`src/rtl/tlp_pkg.sv`:
```
// Shared TLP framing definitions: K-codes, type codes, fmt_type values, FSM states.
// Imported by the framer and by the receiver side.
package tlp_pkg;

  localparam int MAX_BYTES = 20;

  localparam logic [4:0] MIN_LEN = 5'd4;

  localparam logic [7:0] K_STP  = 8'hFB;
  localparam logic [7:0] K_END  = 8'hFD;
  localparam logic [7:0] K_IDLE = 8'h00;

  localparam logic [3:0] T_MRD    = 4'd0;
  localparam logic [3:0] T_MWR    = 4'd1;
  localparam logic [3:0] T_IORD   = 4'd2;
  localparam logic [3:0] T_IOWR   = 4'd3;
  localparam logic [3:0] T_CFGRD0 = 4'd4;
  localparam logic [3:0] T_CFGWR0 = 4'd5;
  localparam logic [3:0] T_CFGRD1 = 4'd6;
  localparam logic [3:0] T_CFGWR1 = 4'd7;
  localparam logic [3:0] T_CPL    = 4'd8;
  localparam logic [3:0] T_CPLD   = 4'd9;

  localparam logic [7:0] FMT_MRD    = 8'h00;
  localparam logic [7:0] FMT_MWR    = 8'h40;
  localparam logic [7:0] FMT_IORD   = 8'h02;
  localparam logic [7:0] FMT_IOWR   = 8'h42;
  localparam logic [7:0] FMT_CFGRD0 = 8'h04;
  localparam logic [7:0] FMT_CFGWR0 = 8'h44;
  localparam logic [7:0] FMT_CFGRD1 = 8'h05;
  localparam logic [7:0] FMT_CFGWR1 = 8'h45;
  localparam logic [7:0] FMT_CPL    = 8'h0A;
  localparam logic [7:0] FMT_CPLD   = 8'h4A;

  typedef enum logic [1:0] {
    S_IDLE,
    S_STP,
    S_BODY,
    S_END
  } state_t;

endpackage

```
`src/rtl/tlp_fmt_enc.sv`:
```
// Combinational map from tlp_type to the fmt_type header byte.
// valid is low for the reserved codes 10-15.
module tlp_fmt_enc
  import tlp_pkg::*;
(
  input  logic [3:0] tlp_type,
  output logic [7:0] fmt_type,
  output logic       valid
);

  always_comb begin
    fmt_type = 8'h00;
    valid    = 1'b1;
    unique case (1'b1)
      (tlp_type == T_MRD):    fmt_type = FMT_MRD;
      (tlp_type == T_MWR):    fmt_type = FMT_MWR;
      (tlp_type == T_IORD):   fmt_type = FMT_IORD;
      (tlp_type == T_IOWR):   fmt_type = FMT_IOWR;
      (tlp_type == T_CFGRD0): fmt_type = FMT_CFGRD0;
      (tlp_type == T_CFGWR0): fmt_type = FMT_CFGWR0;
      (tlp_type == T_CFGRD1): fmt_type = FMT_CFGRD1;
      (tlp_type == T_CFGWR1): fmt_type = FMT_CFGWR1;
      (tlp_type == T_CPL):    fmt_type = FMT_CPL;
      (tlp_type == T_CPLD):   fmt_type = FMT_CPLD;
      default:                valid    = 1'b0;
    endcase
  end

endmodule

```
`src/rtl/tlp_framer.sv`:
```
// Frames a captured TLP as STP, fmt_type, payload bytes, END on an 8-bit symbol lane.
// Outputs are registered from the next-state decode so they line up with the state.
module tlp_framer #(
  parameter int MAX_BYTES = tlp_pkg::MAX_BYTES
) (
  input  logic                   clk,
  input  logic                   reset,
  input  logic                   start,
  input  logic [3:0]             tlp_type,
  input  logic [4:0]             tlp_len,
  input  logic [8*MAX_BYTES-1:0] tlp_data,
  output logic                   ready,
  output logic [7:0]             data_out,
  output logic                   datak,
  output logic                   done,
  output logic                   err,
  output logic [7:0]             TLP_count
);

  import tlp_pkg::*;

  localparam logic [4:0] MAX_LEN = 5'(MAX_BYTES);
  localparam logic [4:0] LAST    = 5'(MAX_BYTES - 1);

  state_t state_q, state_d;

  logic [4:0] idx_q, idx_d;
  logic [4:0] len_q;
  logic [7:0] fmt_q;
  logic [MAX_BYTES-1:0][7:0] bytes_q;

  logic [7:0] fmt_w;
  logic       fmt_ok;
  logic       accept, len_ok, go, bad;
  logic [7:0] sym_d;
  logic       k_d;

  tlp_fmt_enc u_enc (
    .tlp_type (tlp_type),
    .fmt_type (fmt_w),
    .valid    (fmt_ok)
  );

  assign accept = (state_q == S_IDLE) && start;
  assign len_ok = (tlp_len >= MIN_LEN) && (tlp_len <= MAX_LEN);
  assign go     = accept && fmt_ok && len_ok;
  assign bad    = accept && !(fmt_ok && len_ok);

  always_comb begin
    state_d = state_q;
    idx_d   = idx_q;
    unique case (state_q)
      S_IDLE: if (go) state_d = S_STP;
      S_STP: begin
        state_d = S_BODY;
        idx_d   = 5'd0;
      end
      S_BODY: begin
        if (idx_q == len_q - 5'd1) state_d = S_END;
        else idx_d = idx_q + 5'd1;
      end
      S_END:  state_d = S_IDLE;
      default: state_d = S_IDLE;
    endcase
  end

  // Symbol for the state being entered; byte0 carries fmt_type.
  always_comb begin
    sym_d = K_IDLE;
    k_d   = 1'b0;
    unique case (state_d)
      S_STP: begin
        sym_d = K_STP;
        k_d   = 1'b1;
      end
      S_BODY: begin
        if (idx_d == 5'd0) sym_d = fmt_q;
        else sym_d = bytes_q[LAST - idx_d];
      end
      S_END: begin
        sym_d = K_END;
        k_d   = 1'b1;
      end
      default: sym_d = K_IDLE;
    endcase
  end

  always_ff @(posedge clk) begin
    if (!reset) begin
      state_q   <= S_IDLE;
      idx_q     <= 5'd0;
      ready     <= 1'b1;
      data_out  <= K_IDLE;
      datak     <= 1'b0;
      done      <= 1'b0;
      err       <= 1'b0;
      TLP_count <= 8'd0;
    end else begin
      state_q  <= state_d;
      idx_q    <= idx_d;
      ready    <= (state_d == S_IDLE);
      data_out <= sym_d;
      datak    <= k_d;
      done     <= (state_d == S_END);
      err      <= bad;
      if (state_d == S_END) TLP_count <= TLP_count + 8'd1;
    end
  end

  always_ff @(posedge clk) begin
    if (accept) begin
      len_q   <= tlp_len;
      fmt_q   <= fmt_w;
      bytes_q <= tlp_data;
    end
  end

endmodule

```
`config.mk`:
```
export PLATFORM = sky130hd
export DESIGN_NAME = tlp_framer
export DESIGN_NICKNAME = d
export VERILOG_FILES = /design/src/rtl/tlp_pkg.sv /design/src/rtl/tlp_fmt_enc.sv /design/src/rtl/tlp_framer.sv
export SDC_FILE = /design/constraint.sdc
export NUM_CORES = 1
export LEC_CHECK = 0
export ABC_CLOCK_PERIOD_IN_PS = 7300
export CAP_MARGIN = 20
export CELL_PAD_IN_SITES_DETAIL_PLACEMENT = 1
export CELL_PAD_IN_SITES_GLOBAL_PLACEMENT = 1
export CORE_ASPECT_RATIO = 0.8
export CORE_MARGIN = 4
export CORE_UTILIZATION = 37
export DETAILED_ROUTE_END_ITERATION = 10
export GPL_TIMING_DRIVEN = 1
export PLACE_DENSITY_LB_ADDON = 0.1
export SLEW_MARGIN = 40
export SYNTH_ARGS = -nofsm -noshare
export SYNTH_HDL_FRONTEND = slang
export SYNTH_SLANG_ARGS = --single-unit
```
`constraint.sdc`:
```
create_clock -name clk -period 7.3 [get_ports clk]
set_input_delay 1.46 -clock clk [delete_from_list [all_inputs] [get_ports clk]]
set_output_delay 1.46 -clock clk [all_outputs]
set_load 0.005 [all_outputs]
```
==> metrics.csv <==
stage,metric,value,unit
outcome,status,finished clean,
sta,final_max_slew_viol_count,0,
layout,multiInputGateArea,3460,µm²
clock_network,clkTransAtPathRegs,0.07,ns
synth,synth_cell_types,73,
clock_network,clock_latency,0.45,ns
grt,grtUsageTotal,0.205,
synth,async_flop_share,0,
pwr,p_leak,0.00420,µW
setup_path,critPathKind,flop to flop,
routing,viasPerCell,5.79,
synth,seq_area_frac_synth,0.600,
clock_network,postCtsSetupRepairBufs,0,
clock_network,root_buffer,clkbuf_16,
sta,tightest_slew,0.985,ns
clock_network,postCtsHoldBufs,0,
placed_design,portBuffers,191,
flow_run,maxCapViolCount,0,
pwr,power_density,255,nW/µm²
pwr,combPwrFrac,0.212,
placed_design,dp_hpwl,20700,µm
setup_path,cp_data_arrival_time,5.06,ns
sta,setup_viol,0,
layout,drive_gt1_frac,0.0864,
placed_design,gp_congestion,0.857,
routing,dr.pass1.iters,5,
layout,nFillCells,2543,
sta,rsz0062_at_grt,no,
synth,yosys_warnings,0,
sta,clock_skew,0.0164,ns
synth,synth-seq-cells,196,
die,die_w,186,µm
grt,grt_max_degree,85,
clock_network,clock_sinks,196,
synth,synth_flop_cell,edfxtp_1,
die,core_area,24600,µm²
layout,fin_nets,1092,
pwr,seqPwrFrac,0.478,
clock_network,cts_buffer_depth,2,
die,fp.dieH,150,µm
setup_path,critPathMaxFanout,18,
synth,syn_avg_cell_area,12.5,µm²
clock_network,cts_tree,done,
routing,drc_errors,0,
routing,postRouteAntennaNets,0,
setup_path,worstPathRequired,7.68,ns
clock_network,ctsResizeCount,0,
setup_path,end_kind,flop,
routing,drt_iter0_drc,585,
pwr,p_int,2180,µW
die,die_area,28000,µm²
grt,grt_pass1_vias,7381,
worst_hold_path,min_path_type,flop to flop,
grt,grt_antenna_before_repair,0,
synth,synth.cell_area,9380,µm²
sta,holdWs,0.528,ns
die,row_count,51,
synth,yosys-top-cells-area,"edfxtp_1 54%, dfxtp_1 5.5%, mux2i_1 4.6%, o221ai_1 2.9%, mux2_2 2.2%",
synth,synth_top_area_frac,0.544,
pwr,clock_power_share,0.310,
sta,max_slew_margin,0.342,
clock_network,cts_buffers,17,
sta,hold_viol,0,
pwr,vdd_drop_max,0.000173,V
pwr,power_switching,912,µW
synth,yosysTopAreaCell,edfxtp_1,
synth,netlist_top_cells_count,"170 x edfxtp_1, 54 x nand2_1, 43 x mux2i_1",
layout,antenna_cells,0,
sta,fin_tns_setup,0,ns
synth,yosysMostFrequentCell,edfxtp_1,
die,start_util,0.381,
routing,wire_per_inst,23.2,µm
sta,min_period,4.67,ns
sta,fmax,0.214,GHz
routing,wl,28900,µm
clock_network,h-tree-depth,4,
setup_path,cp-start-kind,flop,
grt,grt_pass1_wl,43600,µm
layout,area_growth_syn_to_layout,29.6,%
synth,synth_fp_nets,927,
pwr,p_sw_frac,0.294,
synth,post_synth_inst_count,748,
sta,period_share,0.640,
synth,synth_edf_count,170,
layout,register_area,5630,µm²
die,num_io_pins,192,
grt,grt-ovfl-total,0,
routing,vias,7205,
==> metrics by stage <==
step / cell area [µm²] / instances / worst slack (ns) / util / power (µW)
finish: 12200 / 1244 / 2.63 / 0.494 / 3100
global route: 12200 / 1244 / 2.25 / 0.494 / 3230
CTS: 12100 / 1244 / 2.28 / 0.493 / 3120
detailed placement: 11500 / 1212 / 2.30 / 0.469 / 2150
global placement: 11500 / 1212 / 2.64 / 0.468 / 2120
floorplan: 9380 / 748 / 0.258 / - / 1880
==> flip-flops by register name, summed over array words and instances (netlist names) <==
signal / flops
len_q: 5
TLP_count: 8
err: 1
state_q: 2
bytes_q: 160
idx_q: 5
data_out: 8
ready: 1
done: 1
fmt_q: 5
==> worst paths after layout <==
kind                start      endpoint  slack, ns  cells after the start
max              len_q[0]   data_out[1]       2.63                     14
min          TLP_count[7]  TLP_count[7]       0.53                      2
max reg2reg      len_q[0]   data_out[1]       2.63                     14
min reg2reg  TLP_count[7]  TLP_count[7]       0.53                      2
==> per-layer routing <==
| layer | vias to the layer above | GRT usage | wire length (µm) |
|---|---|---|---|
| li1 | 3321 | - | - |
| met1 | 3605 | 0.291 | 13400 |
| met2 | 256 | 0.329 | 13600 |
| met3 | 23 | 0.0372 | 1570 |
| met4 | 0 | 0.0499 | 314 |
| met5 | - | 0 | 0 |
==> placed cells by master (no fill, tap or decap), drive strengths merged, types with 5 or more instances in the layout <==
cell | netlist | routed
a211oi | 23 | 23
nand3 | 19 | 19
a21o | 5 | 5
o22ai | 23 | 23
mux2 | 18 | 18
and4 | 8 | 8
edfxtp | 170 | 170
o211ai | 7 | 7
a221o | 6 | 6
a2111oi | 9 | 9
nand2b | 8 | 8
nor3 | 18 | 18
a32oi | 13 | 13
clkinv | 1 | 9
o21ai | 12 | 12
clkbuf | 30 | 17
xor2 | 8 | 8
o221ai | 31 | 31
clkdlybuf4s50 | 0 | 191
nor4 | 7 | 7
o2bb2ai | 6 | 6
mux2i | 43 | 43
buf | 25 | 10
dfxtp | 26 | 26
xnor2 | 5 | 5
inv | 21 | 26
nor2b | 6 | 6
o31ai | 7 | 7
nand2 | 54 | 54
a21oi | 14 | 14
ha | 7 | 7
and3 | 10 | 10
nor2 | 39 | 39
a31oi | 7 | 7
==> layout make-up <==
cell class                      instances  share of cell area
Sequential cell                       196               0.463
Multi-Input combinational cell        475               0.285
Timing Repair Buffer                  201               0.164
Clock buffer                           17              0.0350
Tap cell                              318              0.0327
Clock inverter                         15              0.0141
Inverter                               22             0.00679
==> kinds of logic (layout without fill, tap and decap cells) <==
group | count (synthesis) | count (layout) | share of synthesized area
fa+ha+maj | 7 | 7 | 0.00934
buf+inv | 77 | 255 | 0.0353
simple gates | 187 | 187 | 0.0991
compound gates | 205 | 205 | 0.172
xor+xnor | 13 | 13 | 0.0121
flops | 196 | 196 | 0.600
mux | 63 | 63 | 0.0723
==> worst max-delay path, stage by stage, from the launching register on <==
cell      delay, ns
edfxtp_1       0.42
inv_1          0.08
ha_1           0.21
xor2_1         0.19
o21ai_0        0.16
o211a_1        0.56
nor4b_1        0.47
or2_1          0.38
inv_2          0.18
ha_1           0.39
nor3_1         0.39
nand3_1        0.26
nor3_1         0.52
a32o_1         0.27
a41o_1         0.10
==> power groups by stage <==
stage          registers (µW)  logic (µW)  clock network [µW]
2_1_floorplan            1500         380                   0
3_3_place_gp             1500         626                   0
3_5_place_dp             1500         651                   0
4_1_cts                  1480         654                 981
5_1_grt                  1490         710                1030
6_report                 1480         657                 959
Power figures use the tool's default switching activity.
